## config.mk

```make
export PLATFORM = sky130hd
export DESIGN_NAME = cpu_core_p_flat
export DESIGN_NICKNAME = d
export VERILOG_FILES = /design/src/rtl/cpu_core_p_if.sv /design/src/rtl/cpu_core_p.sv /design/src/flat_wrapper.sv
export SDC_FILE = /design/constraint.sdc
export NUM_CORES = 1
export LEC_CHECK = 0
export ABC_CLOCK_PERIOD_IN_PS = 6650
export BUFFER_PORTS_ARGS = -buffer_cell sky130_fd_sc_hd__buf_2
export CAP_MARGIN = 20
export CORE_MARGIN = 2
export CORE_UTILIZATION = 50
export DETAILED_ROUTE_END_ITERATION = 16
export PLACE_DENSITY = 0.77
export SLEW_MARGIN = 20
export SYNTH_ARGS = -nofsm -noshare
export SYNTH_HDL_FRONTEND = slang
export SYNTH_SLANG_ARGS = --single-unit
```

## constraint.sdc

```tcl
create_clock -name CLK -period 6.65 [get_ports CLK]
set_input_delay 0.665 -clock CLK [delete_from_list [all_inputs] [get_ports CLK]]
set_output_delay 0.665 -clock CLK [all_outputs]
set_load 0.05 [all_outputs]
```

## src/rtl/cpu_core_p_if.sv

```systemverilog
// Instruction/data memory handshake bundle for cpu_core_p.
// master = core side, slave = memory/test side.
interface cpu_core_p_if #(
  parameter int DATA_W = 8
);
  logic [31:0]       INSTRUCTION;
  logic              IBUSY;
  logic [31:0]       PC;
  logic              MEM_READ;
  logic              MEM_WRITE;
  logic [7:0]        MEM_ADDR;
  logic [DATA_W-1:0] MEM_WDATA;
  logic [DATA_W-1:0] MEM_RDATA;
  logic              MEM_BUSY;
  logic              ILLEGAL;
  logic [31:0]       INSTRET;

  modport master (
    input  INSTRUCTION, IBUSY, MEM_RDATA, MEM_BUSY,
    output PC, MEM_READ, MEM_WRITE, MEM_ADDR, MEM_WDATA, ILLEGAL, INSTRET
  );

  modport slave (
    output INSTRUCTION, IBUSY, MEM_RDATA, MEM_BUSY,
    input  PC, MEM_READ, MEM_WRITE, MEM_ADDR, MEM_WDATA, ILLEGAL, INSTRET
  );
endinterface

```

## src/rtl/cpu_core_p.sv

```systemverilog
// Single-cycle core with busy-wait stalls on instruction and data memory.
// Everything retires at the rising edge where RESET and stall are both low.
module cpu_core_p #(
  parameter int DATA_W = 8,
  parameter int NREG   = 8
) (
  input  logic         CLK,
  input  logic         RESET,
  cpu_core_p_if.master bus
);
  localparam int IW = (NREG > 1) ? $clog2(NREG) : 1;

  typedef enum logic [7:0] {
    OP_LOADI = 8'd0,
    OP_MOV   = 8'd1,
    OP_ADD   = 8'd2,
    OP_SUB   = 8'd3,
    OP_AND   = 8'd4,
    OP_OR    = 8'd5,
    OP_J     = 8'd6,
    OP_BEQ   = 8'd7,
    OP_BNE   = 8'd8,
    OP_LWD   = 8'd9,
    OP_LWI   = 8'd10,
    OP_SWD   = 8'd11,
    OP_SWI   = 8'd12
  } opcode_e;

  logic [31:0]       pc_q, pc_d;
  logic [31:0]       instret_q;
  logic              illegal_q, illegal_d;
  logic [DATA_W-1:0] rf_q [NREG];

  opcode_e           op;
  logic [IW-1:0]     rd_idx, rt_idx, rs_idx;
  logic [DATA_W-1:0] rt_val, rs_val, imm_sext, wb_data;
  logic              wb_en, is_load, is_store;
  logic [7:0]        addr;
  logic [31:0]       pc_plus4, br_target;
  logic              mem_gate, mem_rd, mem_wr, stall;
  logic              unused_instr;

  assign op       = opcode_e'(bus.INSTRUCTION[31:24]);
  assign rd_idx   = bus.INSTRUCTION[16 +: IW];
  assign rt_idx   = bus.INSTRUCTION[8 +: IW];
  assign rs_idx   = bus.INSTRUCTION[0 +: IW];
  assign rt_val   = rf_q[rt_idx];
  assign rs_val   = rf_q[rs_idx];
  assign imm_sext = DATA_W'($signed(bus.INSTRUCTION[7:0]));
  // Register fields wider than IW are ignored by design.
  assign unused_instr = ^bus.INSTRUCTION;

  assign pc_plus4  = pc_q + 32'd4;
  assign br_target = pc_plus4 + {{22{bus.INSTRUCTION[23]}}, bus.INSTRUCTION[23:16], 2'b00};

  always_comb begin
    wb_en     = 1'b0;
    wb_data   = rs_val;
    pc_d      = pc_plus4;
    illegal_d = 1'b0;
    is_load   = 1'b0;
    is_store  = 1'b0;
    addr      = rs_val[7:0];
    case (op)
      OP_LOADI: begin
        wb_en   = 1'b1;
        wb_data = imm_sext;
      end
      OP_MOV: begin
        wb_en   = 1'b1;
        wb_data = rs_val;
      end
      OP_ADD: begin
        wb_en   = 1'b1;
        wb_data = rt_val + rs_val;
      end
      OP_SUB: begin
        wb_en   = 1'b1;
        wb_data = rt_val - rs_val;
      end
      OP_AND: begin
        wb_en   = 1'b1;
        wb_data = rt_val & rs_val;
      end
      OP_OR: begin
        wb_en   = 1'b1;
        wb_data = rt_val | rs_val;
      end
      OP_J:   pc_d = br_target;
      OP_BEQ: if (rt_val == rs_val) pc_d = br_target;
      OP_BNE: if (rt_val != rs_val) pc_d = br_target;
      OP_LWD: begin
        is_load = 1'b1;
        wb_en   = 1'b1;
        wb_data = bus.MEM_RDATA;
      end
      OP_LWI: begin
        is_load = 1'b1;
        wb_en   = 1'b1;
        wb_data = bus.MEM_RDATA;
        addr    = bus.INSTRUCTION[7:0];
      end
      OP_SWD: is_store = 1'b1;
      OP_SWI: begin
        is_store = 1'b1;
        addr     = bus.INSTRUCTION[7:0];
      end
      default: illegal_d = 1'b1;
    endcase
  end

  // Requests only go out for a valid instruction outside reset.
  assign mem_gate = !RESET && !bus.IBUSY;
  assign mem_rd   = is_load && mem_gate;
  assign mem_wr   = is_store && mem_gate;
  assign stall    = bus.IBUSY || ((mem_rd || mem_wr) && bus.MEM_BUSY);

  assign bus.MEM_READ  = mem_rd;
  assign bus.MEM_WRITE = mem_wr;
  assign bus.MEM_ADDR  = addr;
  assign bus.MEM_WDATA = rt_val;
  assign bus.PC        = pc_q;
  assign bus.ILLEGAL   = illegal_q;
  assign bus.INSTRET   = instret_q;

  always_ff @(posedge CLK) begin
    if (RESET) begin
      pc_q      <= '0;
      instret_q <= '0;
      illegal_q <= 1'b0;
      for (int unsigned i = 0; i < unsigned'(NREG); i++) rf_q[i] <= '0;
    end else if (!stall) begin
      pc_q      <= pc_d;
      instret_q <= instret_q + 32'd1;
      illegal_q <= illegal_d;
      if (wb_en) rf_q[rd_idx] <= wb_data;
    end
  end
endmodule

```

## src/flat_wrapper.sv

```systemverilog
// flat-port wrapper written by rule: the top's interface ports become plain ports
module cpu_core_p_flat 
#(
  parameter int DATA_W = 8,
  parameter int NREG   = 8
)
  (CLK, RESET, bus_INSTRUCTION, bus_IBUSY, bus_MEM_RDATA, bus_MEM_BUSY, bus_PC, bus_MEM_READ, bus_MEM_WRITE, bus_MEM_ADDR, bus_MEM_WDATA, bus_ILLEGAL, bus_INSTRET);
  cpu_core_p_if #(.DATA_W(DATA_W)) bus_i ();
  input  logic CLK;
  input  logic RESET;
  input wire logic [$bits(bus_i.INSTRUCTION)-1:0] bus_INSTRUCTION;
  input wire logic [$bits(bus_i.IBUSY)-1:0] bus_IBUSY;
  input wire logic [$bits(bus_i.MEM_RDATA)-1:0] bus_MEM_RDATA;
  input wire logic [$bits(bus_i.MEM_BUSY)-1:0] bus_MEM_BUSY;
  output wire logic [$bits(bus_i.PC)-1:0] bus_PC;
  output wire logic [$bits(bus_i.MEM_READ)-1:0] bus_MEM_READ;
  output wire logic [$bits(bus_i.MEM_WRITE)-1:0] bus_MEM_WRITE;
  output wire logic [$bits(bus_i.MEM_ADDR)-1:0] bus_MEM_ADDR;
  output wire logic [$bits(bus_i.MEM_WDATA)-1:0] bus_MEM_WDATA;
  output wire logic [$bits(bus_i.ILLEGAL)-1:0] bus_ILLEGAL;
  output wire logic [$bits(bus_i.INSTRET)-1:0] bus_INSTRET;
  assign bus_i.INSTRUCTION = bus_INSTRUCTION;
  assign bus_i.IBUSY = bus_IBUSY;
  assign bus_i.MEM_RDATA = bus_MEM_RDATA;
  assign bus_i.MEM_BUSY = bus_MEM_BUSY;
  assign bus_PC = bus_i.PC;
  assign bus_MEM_READ = bus_i.MEM_READ;
  assign bus_MEM_WRITE = bus_i.MEM_WRITE;
  assign bus_MEM_ADDR = bus_i.MEM_ADDR;
  assign bus_MEM_WDATA = bus_i.MEM_WDATA;
  assign bus_ILLEGAL = bus_i.ILLEGAL;
  assign bus_INSTRET = bus_i.INSTRET;
  cpu_core_p #(.DATA_W(DATA_W), .NREG(NREG)) u_core (.CLK(CLK), .RESET(RESET), .bus(bus_i));
endmodule
```

==> results of run 1 <==
area by class of cell:
class                           instances  area, sq um
Multi-Input combinational cell        859         6090
Tap cell                              234          293
Clock inverter                         15          188
Sequential cell                       127         3180
Clock buffer                           17          425
Timing Repair Buffer                  126          648
Fill cell                            1654         7800
Antenna cell                            2         5.00
Inverter                               36          135
critical path: cells and delay by family, from the launching register on:
kind | cells | cell delay, ns
xor+xnor | 1 | 0.17
flops | 1 | 0.51
fa+ha+maj | 1 | 0.46
simple gates | 8 | 2.38
compound gates | 1 | 0.35
mux | 3 | 0.82
logic make-up after synthesis:
family,share of synthesized area (%)
adders and majority gates,8.44
and+or+nand+nor,20.3
AOI/OAI and AO/OA,17.2
xor gates and xnor gates,7.19
buffers and inverters,3.74
DFF,33.1
other,0.0390
muxes,10.0
per-layer routing:
metal	wire [microns]	track usage, %	up-vias
met1	11200	34.3	4197
met3	2280	6.64	54
li1	-	-	4152
met5	0	0	-
met2	12200	41.8	399
met4	774	10.8	0
worst min-delay path by stage:
stage / start / endpoint / slack, ns / cells past startpoint
6_report: u_core.bus.INSTRET[1]$_SDFFE_PP0N_ / u_core.bus.INSTRET[1]$_SDFFE_PP0N_ / 0.50 / 2
5_1_grt: u_core.bus.INSTRET[23]$_SDFFE_PP0N_ / u_core.bus.INSTRET[23]$_SDFFE_PP0N_ / 0.55 / 2
4_1_cts: u_core.bus.INSTRET[1]$_SDFFE_PP0N_ / u_core.bus.INSTRET[1]$_SDFFE_PP0N_ / 0.49 / 2
3_5_place_dp: u_core.bus.INSTRET[1]$_SDFFE_PP0N_ / u_core.bus.INSTRET[1]$_SDFFE_PP0N_ / 0.48 / 2
3_3_place_gp: u_core.bus.INSTRET[1]$_SDFFE_PP0N_ / u_core.bus.INSTRET[1]$_SDFFE_PP0N_ / 0.48 / 2
2_1_floorplan: u_core.bus.INSTRET[1]$_SDFFE_PP0N_ / u_core.bus.INSTRET[1]$_SDFFE_PP0N_ / 0.70 / 2
power groups by stage:
stage / clock network [mW] / logic (mW) / registers (mW)
after global placement: 0 / 0.492 / 0.879
after floorplan: 0 / 0.347 / 0.910
after global routing: 1.02 / 0.551 / 0.868
after CTS: 0.995 / 0.504 / 0.865
after detailed placement: 0 / 0.500 / 0.881
final: 0.981 / 0.510 / 0.865
state kept, by name, summed over array words and instances (netlist names):
name and count:
u_core.rf_q 64, u_core.bus.INSTRET 32, u_core.bus.PC 30, u_core.bus.ILLEGAL 1
cell usage after synthesis (5+ instances only):
master       n
o21a_1       8
a211o_1      6
mux4_2      32
nand2b_1    17
nor4_1       7
ha_1        60
o22ai_1      6
xor2_1      39
buf_2        8
or3_1        9
nor2_1     162
a21o_1      20
o21bai_1     7
a21oi_1     68
nand2_1     92
o2111ai_1    7
clkbuf_1    39
o211ai_1     9
xnor2_1     38
nand4_1     19
o21ai_0     38
and3_1      15
inv_1       35
nor3_1      22
dfxtp_1     63
a211oi_1    18
a311oi_1     9
nor2b_1     11
a22oi_1      8
nand3_1     34
o21ai_1      5
o31ai_1      5
mux2i_1     22
edfxtp_1    64
==> reports/results.tsv, run 1 <==
metric	value	unit
p_comb_share	21.6	%
seq_area_frac_synth	33.1	%
dieArea	20300	sq um
start_util	51.2	%
drc	0	
post-route-min-period	4.83	ns
dp_cells	1382	
cp.required	6.96	ns
switching_share	32.4	%
grt_max_degree	76	
fin_skew	0.0107	ns
ir_worst_vdd	243	uV
synth.top_cell.area_share	20.0	%
mostFrequentLayoutCells	162 x nor2_1, 119 x buf_2, 92 x nand2_1	
status	complete, no violations	
internal_power	1.59	mW
worstSetupPathType	flop to flop	
wl	26.4	mm
cts_max_level	4	
avgSynthCellArea	8.94	sq um
clk_pin_slew	0.07	ns
final_antenna_net_count	0	
critPathLaunch	u_core.bus.PC[7]$_SDFFE_PP0N_	
hpwl	19.1	mm
ys.flop_type	edfxtp_1	
grt_usage	26.3	%
dpl_cell_area	10300	sq um
rr_endpoint	u_core.bus.PC[31]$_SDFFE_PP0N_	
drt_iter0_markers	532	
area_delta_synth_final	14.1	%
crit_path_top_delay_cell	dfxtp_1	
clkSinkCount	127	
antenna_found_initial	2	
layout_commonest_cell	nor2_1	
crit_chain	nand4_2 > or3_4 > or3_1 > nor2_1 > nand4_1 > xnor2_1 > ha_1 > nand4_1 > nor3_1 > nand4_1 > o31ai_1 > mux2i_1 > mux2i_1 > mux2_2	
cts_root_buf	clkbuf_16	
cts_buffer_depth	2	
layout_setup_ws	1.82	ns
vias	8802	
synth-seq-cells	127	
report.final.setup_viol	0	
worst-path-max-fanout	9	
p_seq_share	36.7	%
start_kind	flop	
cts_buffers	17	
setup-tns-final	0	ns
hold_path_class	flop to flop	
portBuffers	119	
synth_cells	1075	
layout.nets	1274	
synth_enable_flop_cells	64	
grt_pass1_vias	8235	
cp-endpoint	u_core.bus.PC[31]$_SDFFE_PP0N_	
power_density	215	nW/um^2
synth.cell_area	9610	sq um
tightest_slew	0.934	ns
crit_top_cell	nand4_1	
fin_cells	1416	
rsz0062_at_grt	false	
gp_congestion	0.934	
cp.arrival	5.15	ns
end_kind	flop	
slew_headroom	37.7	%
cts_tree	yes	
netlist_top_cells_area	edfxtp_1 20%, dfxtp_1 13%, ha_1 7.8%	
p_sw	0.764	mW
dpl_worst_slack	1.63	ns
insertion_delay	0.43	ns
power	2.36	mW
fin_hold_ws	0.498	ns
ys_warn_count	0	
final_util	58.4	%
grt_pass1_wl	42.1	mm
layout-drive-gt1-share	17.7	%
r2r_cells	14	
async_reset_ff_share	0	%
grt_overflow	0	
post_cts_buffers	0	
ios	127	
die_x	143	microns
cap_violations	0	
num_rows	50	
yosysTopAreaCell	edfxtp_1	
finalCritPeriodShare	72.7	%
via_per_inst	6.22	
r2r_slack	1.82	ns
pwr-share-clk	41.6	%
die_h	143	microns
cts_resized	0	
wire_per_inst	18.7	microns
finalHoldViolations	0	
max_freq	0.207	GHz
slew_viol_final	0	
rr_startpoint	u_core.bus.PC[7]$_SDFFE_PP0N_	
yosysUniqueCellTypes	72	
power.leakage	4.60	nW
firstDrtPassIters	6	
cts-hold-fix-buffers	0	
fin_area	11000	sq um
max_stage_delay	0.51	ns
core-area	18800	sq um
(Power assumes the default switching activity.)
==> run 2: changes to the inputs <==
ABC_AREA = 1   (was not set)
ABC_CLOCK_PERIOD_IN_PS = 4000   (was 6650)
PLACE_DENSITY = 0.79   (was 0.77)
clock period = 4 ns   (was 6.65 ns; I/O delays follow)
==> reports/results.tsv, run 2 <==
metric	value	unit	change
status	complete, no violations		
rsz0062_at_grt	false		
cts_resized	0		unchanged
grt_max_degree	58		-24%
yosysUniqueCellTypes	45		-38%
crit_buf_inv	4		+4
cp.depth	18		+4
ios	127		unchanged
antenna_found_initial	0		-2
hold_depth	4		+2
power.leakage	5.89	nW	+28%
power_density	325	nW/um^2	+51%
end_kind	flop		
dieArea	23400	sq um	+15%
post-route-min-period	3.48	ns	
ys_warn_count	0		unchanged
p_seq_share	35.2	%	-1.5 points
synth_common_cells	420 x nand2_1, 243 x nor2_1, 209 x inv_1		
r2r_cells	13		-1
area_delta_synth_final	14.3	%	
synth.cell_area	11100	sq um	+15%
p_comb_share	26.7	%	+5.1 points
avgSynthCellArea	6.38	sq um	-29%
wire_per_inst	16.6	microns	-11%
dpl_cell_area	12100	sq um	+17%
finalCritPeriodShare	87.1	%	
fin_hold_ws	0.459	ns	-0.0388 ns
cts_tree	yes		
report.final.setup_viol	0		unchanged
cp.arrival	3.65	ns	-1.50 ns
fin_skew	0.0140	ns	+0.00327 ns
layout.nets	1967		+54%
finalHoldViolations	0		unchanged
cts_max_level	4		unchanged
route.met3.wl	3.05	mm	+34%
synth_enable_flop_cells	64		unchanged
hpwl	27.3	mm	+43%
grt_pass1_wl	56.9	mm	+35%
fin_area	12700	sq um	+15%
tightest_slew	0.755	ns	-0.179 ns
netlist_top_cells_area	edfxtp_1 17%, nand2_1 14%, dfxtp_1 11%		
seq_area_frac_synth	28.7	%	-4.4 points
yosysTopAreaCell	edfxtp_1		
num_rows	54		+8.0%
max_stage_delay	0.43	ns	-0.08 ns
wl_met2	16.6	mm	+37%
antenna-diode-count	0		-2
drc	0		unchanged
die_h	153	microns	+7.2%
via_per_inst	5.53		-11%
synth-seq-cells	127		unchanged
start_kind	primary input		
drt_iter0_markers	1144		+120%
gp_congestion	1.07		+15%
crit_path_top_delay_cell	fa_1		
synth_mux_area_share	0	%	-10 points
max_freq	0.287	GHz	
layout-drive-gt1-share	12.8	%	-4.9 points
cts-hold-fix-buffers	0		unchanged
firstDrtPassIters	5		-1
start_util	50.9	%	-0.28 points
setup-tns-final	0	ns	unchanged
synth_most_common_cell	nand2_1		
synth_simple_gate_area_share	32.2	%	+12 points
synth_top_family_by_area	simple AND/OR/NAND/NOR gates		
largest_reg_flops	64		unchanged
clk_pin_slew	0.07	ns	about the same
post_cts_buffers	0		unchanged
cp.required	4.17	ns	-2.79 ns
switching_share	37.4	%	+5.0 points
power	4.12	mW	+75%
cpLargestDelayFamily	compound AO/OA/AOI/OAI gates		
critPathLaunch	bus_INSTRUCTION[8]		
ys.flop_type	edfxtp_1		
p_sw	1.54	mW	+100%
crit_chain	buf_2 > buf_4 > o21ai_0 > o21ai_0 > nand2_1 > o21ai_1 > inv_1 > ha_1 > fa_1 > nor3_1 > o21ai_0 > nand3_1 > nand2_1 > nor2_1 > nand3_1 > a21oi_2 > buf_4 > nor2_1		
clkSinkCount	127		unchanged
pwr-share-clk	38.1	%	-3.5 points
slew_viol_final	0		unchanged
synth_cells	1735		+61%
synth.top_cell.area_share	17.4	%	-2.7 points
async_reset_ff_share	0	%	unchanged
synth_compound_area_share	16.9	%	-0.26 points
worstSetupPathType	primary input to flop		
insertion_delay	0.43	ns	about the same
cts_root_buf	clkbuf_16		
die_x	153	microns	+7.2%
synth-xor-area-share	4.51	%	-2.7 points
rr_startpoint	u_core.bus.PC[14]$_SDFFE_PP0N_		
regMostFlops	u_core.rf_q		
grt_pass1_vias	11050		+34%
vias	11908		+35%
cap_violations	0		unchanged
cts_buffer_depth	2		unchanged
synthAdderAreaFrac	7.32	%	-1.1 points
slew_headroom	49.7	%	+12 points
mostFrequentLayoutCells	420 x nand2_1, 243 x nor2_1, 209 x inv_1		
crit_top_cell	o21ai_0		
wl	35.8	mm	+35%
grt_usage	30.0	%	+3.7 points
top_layer	met4		
layout_commonest_cell	nand2_1		
hold_path_class	primary input to flop		
worst-path-max-fanout	21		+12
ir_worst_vdd	298	uV	+23%
final_antenna_net_count	0		unchanged
grt_overflow	0		unchanged
wl_met1	15.1	mm	+35%
internal_power	2.58	mW	+62%
hp-start	bus_INSTRUCTION[16]		
core-area	21800	sq um	+16%
dp_cells	2121		+53%
cts_buffers	17		unchanged
fin_cells	2153		+52%
portBuffers	119		unchanged
==> run 2: changes by cell type in the layout (fill, tap and decap cells not counted), moves of 18 or more <==
cell / previous run / this run
a21oi_1: 68 / 142
buf_4: 7 / 35
inv_1: 35 / 209
mux2i_1: 22 / 0
mux4_2: 32 / 0
nand2_1: 92 / 420
nand3_1: 34 / 83
nor2_1: 162 / 243
nor3_1: 22 / 43
o21ai_0: 38 / 166
xnor2_1: 38 / 20
==> run 2: routing by layer <==
layer  vias to the layer above  global-route usage (%)
li1                       5890                       -
met1                      5406                    39.4
met4                         0                    9.13
met3                        60                    5.25
met2                       552                    50.7
met5                         -                       0
==> run 2: through the flow <==
step	worst slack [ns]	utilization, %
2_1_floorplan	0.0144	-
3_3_place_gp	0.273	55.5
3_5_place_dp	0.205	55.5
4_1_cts	0.605	58.2
5_1_grt	0.250	58.2
6_report	0.517	58.2
==> run 2: worst paths after layout <==
kind                                                   endpoint  slack (ns)
worst max register to register   u_core.bus.PC[20]$_SDFFE_PP0N_        0.54
worst min register to register  u_core.bus.ILLEGAL$_SDFFE_PP0N_        0.51
worst max-delay path            u_core.rf_q[6][4]$_SDFFCE_PN0P_        0.52
worst min-delay path              u_core.bus.PC[2]$_SDFFE_PP0N_        0.46
==> run 2: cells by family (layout without fill, tap and decap cells) <==
kind of cell	Yosys count	in the layout
AOI/OAI and AO/OA	358	358
xor gates and xnor gates	57	57
adders and majority gates	63	63
and+or+nand+nor	854	854
other	1	2
buffers and inverters	275	412
DFF	127	127
==> run 2: worst reg2reg max path, delay by kind of cell (launching register included) <==
| kind | cells | cell delay [ns] |
|---|---|---|
| adder cells (fa/ha/maj) | 1 | 0.34 |
| XOR/XNOR | 1 | 0.20 |
| flip-flops | 1 | 0.45 |
| AO/OA/AOI/OAI | 4 | 0.96 |
| AND/OR/NAND/NOR | 6 | 1.35 |
| buffers and inverters | 1 | 0.09 |
==> run 2: area by class of cell <==
type | count | area (sq um)
multi-input cells | 1334 | 6760
clock inverters | 15 | 165
flip-flops and latches | 127 | 3180
repair buffers | 158 | 938
well taps | 280 | 350
fillers | 2116 | 9100
inverters | 222 | 836
clock buffers | 17 | 425
==> run 2: power by group through the flow <==
| stage | sequential (mW) | clock [mW] | combinational [mW] |
|---|---|---|---|
| 2_1_floorplan | 1.55 | 0 | 0.692 |
| 3_3_place_gp | 1.48 | 0 | 1.06 |
| 3_5_place_dp | 1.48 | 0 | 1.08 |
| 4_1_cts | 1.45 | 1.57 | 1.08 |
| 5_1_grt | 1.46 | 1.63 | 1.20 |
| 6_report | 1.45 | 1.57 | 1.10 |
==> run 3: changes to the inputs <==
MAX_ROUTING_LAYER = met4   (was not set)
PLACE_DENSITY = 0.73   (was 0.79)
==> reports/results.tsv, run 3 (synthesis results as in run 2) <==
metric	value	unit	change
finalHoldViolations	0		unchanged
grt_usage	32.6	%	+2.5 points
tightest_slew	0.807	ns	+0.0522 ns
final_util	58.5	%	+0.32 points
antenna_found_initial	0		unchanged
cap_violations	0		unchanged
post_cts_buffers	0		unchanged
insertion_delay	0.43	ns	about the same
area_delta_synth_final	14.9	%	
crit_path_top_delay_cell	dfxtp_1		
setup-tns-final	0	ns	unchanged
grt_pass1_wl	58.8	mm	+3.4%
fin_skew	0.0238	ns	+0.00974 ns
grt_overflow	0		unchanged
grt_max_degree	58		unchanged
final_antenna_net_count	0		unchanged
gp_congestion	1.00		-6.3%
cts_buffer_depth	2		unchanged
cts_buffers	17		unchanged
fin_area	12700	sq um	+0.55%
worst-path-max-fanout	5		-76%
hold_path_class	primary input to flop		
start_kind	flop		
wl	37.4	mm	+4.6%
max_freq	0.293	GHz	+2.0%
mostFrequentLayoutCells	420 x nand2_1, 243 x nor2_1, 209 x inv_1		
power_density	326	nW/um^2	+0.16%
rsz0062_at_grt	false		
firstDrtPassIters	6		+1
end_kind	flop		
ir_worst_vdd	318	uV	+6.6%
cp.required	4.35	ns	+0.18 ns
clkSinkCount	127		unchanged
portBuffers	119		unchanged
multiInputGateArea	6760	sq um	unchanged
grt_pass1_vias	11010		-0.36%
worstSetupPathType	flop to flop		
cts_tree	yes		
post-route-min-period	3.41	ns	-0.0695 ns
start_util	50.9	%	unchanged
drc	0		unchanged
die_h	153	microns	unchanged
cts_root_buf	clkbuf_16		
hpwl	28.9	mm	+5.8%
layout.nets	1975		+0.41%
ios	127		unchanged
layout_commonest_cell	nand2_1		
cts-hold-fix-buffers	0		unchanged
crit_buf_inv	2		-2
max_stage_delay	0.49	ns	+0.06 ns
num_rows	54		unchanged
regArea	3180	sq um	unchanged
status	complete, no violations		
regMostFlops	u_core.rf_q		
via_per_inst	5.48		-0.92%
largest_reg_flops	64		unchanged
finalCritPeriodShare	85.3	%	-1.7 points
drt_iter0_markers	956		-16%
dpl_worst_slack	0.269	ns	+0.0635 ns
cts_max_level	4		unchanged
crit_top_cell	nor2_1		
crit_chain	nand2_1 > nor2_1 > nand3_1 > xor2_1 > inv_1 > ha_1 > nand2_1 > nor2_1 > inv_1 > nor2_1 > nand4_1 > nand4_1 > nand3_1 > a21oi_1		
layout_setup_ws	0.587	ns	+0.0695 ns
layout-drive-gt1-share	13.1	%	+0.32 points
cts_resized	0		unchanged
wire_per_inst	17.3	microns	+4.2%
report.final.setup_viol	0		unchanged
dpl_cell_area	12200	sq um	+0.71%
die_x	153	microns	unchanged
power.leakage	5.93	nW	+0.69%
vias	11842		-0.55%
cpLargestDelayFamily	simple AND/OR/NAND/NOR gates		
n_fill_cell	2196		+3.8%
core-area	21800	sq um	unchanged
clk_pin_slew	0.07	ns	about the same
antenna-diode-count	0		unchanged
slew_viol_final	0		unchanged
slew_headroom	46.1	%	-3.5 points
cp.arrival	3.76	ns	+0.11 ns
dieArea	23400	sq um	unchanged
run 3: path summary, 6_finish.rpt:
| kind | startpoint | endpoint | slack [ns] | cells after the start |
|---|---|---|---|---|
| max | u_core.bus.PC[13]$_SDFFE_PP0N_ | u_core.bus.PC[20]$_SDFFE_PP0N_ | 0.59 | 14 |
| min | RESET | u_core.bus.INSTRET[5]$_SDFFE_PP0N_ | 0.34 | 2 |
| max reg2reg | u_core.bus.PC[13]$_SDFFE_PP0N_ | u_core.bus.PC[20]$_SDFFE_PP0N_ | 0.59 | 14 |
| min reg2reg | u_core.bus.ILLEGAL$_SDFFE_PP0N_ | u_core.bus.ILLEGAL$_SDFFE_PP0N_ | 0.49 | 2 |
run 3: routing by layer:
| metal | wire length (microns) | vias to the layer above | share of wire, % | track usage, % |
|---|---|---|---|---|
| li1 | - | 5932 | - | - |
| met1 | 15700 | 5401 | 42 | 40.2 |
| met2 | 18300 | 441 | 49 | 55.6 |
| met3 | 2350 | 68 | 6.3 | 3.97 |
| met4 | 1050 | 0 | 2.8 | 10.6 |
| met5 | 0 | - | 0 | - |
run 3: stage by stage:
step	cells	hold WS, ns	power [mW]
2_1_floorplan	1736	0.697	2.24
3_3_place_gp	2129	0.469	2.58
3_5_place_dp	2129	0.482	2.59
4_1_cts	2161	0.322	4.16
5_1_grt	2161	0.336	4.33
6_report	2161	0.342	4.15
run 3: where the power goes:
group / leakage, nW / total (mW) / internal, mW / switching, mW
sequential: 1.18 / 1.45 / 1.41 / 0.0433
combinational: 4.47 / 1.12 / 0.346 / 0.777
clock: 0.277 / 1.57 / 0.877 / 0.697
total: 5.93 / 4.15 / 2.63 / 1.52
run 3: cell type report:
class,count,area share [%]
Clock buffer,17,3.34
Clock inverter,15,1.18
Inverter,222,6.57
Multi-Input combinational cell,1334,53.1
Sequential cell,127,25.0
Tap cell,280,2.75
Timing Repair Buffer,166,8.04
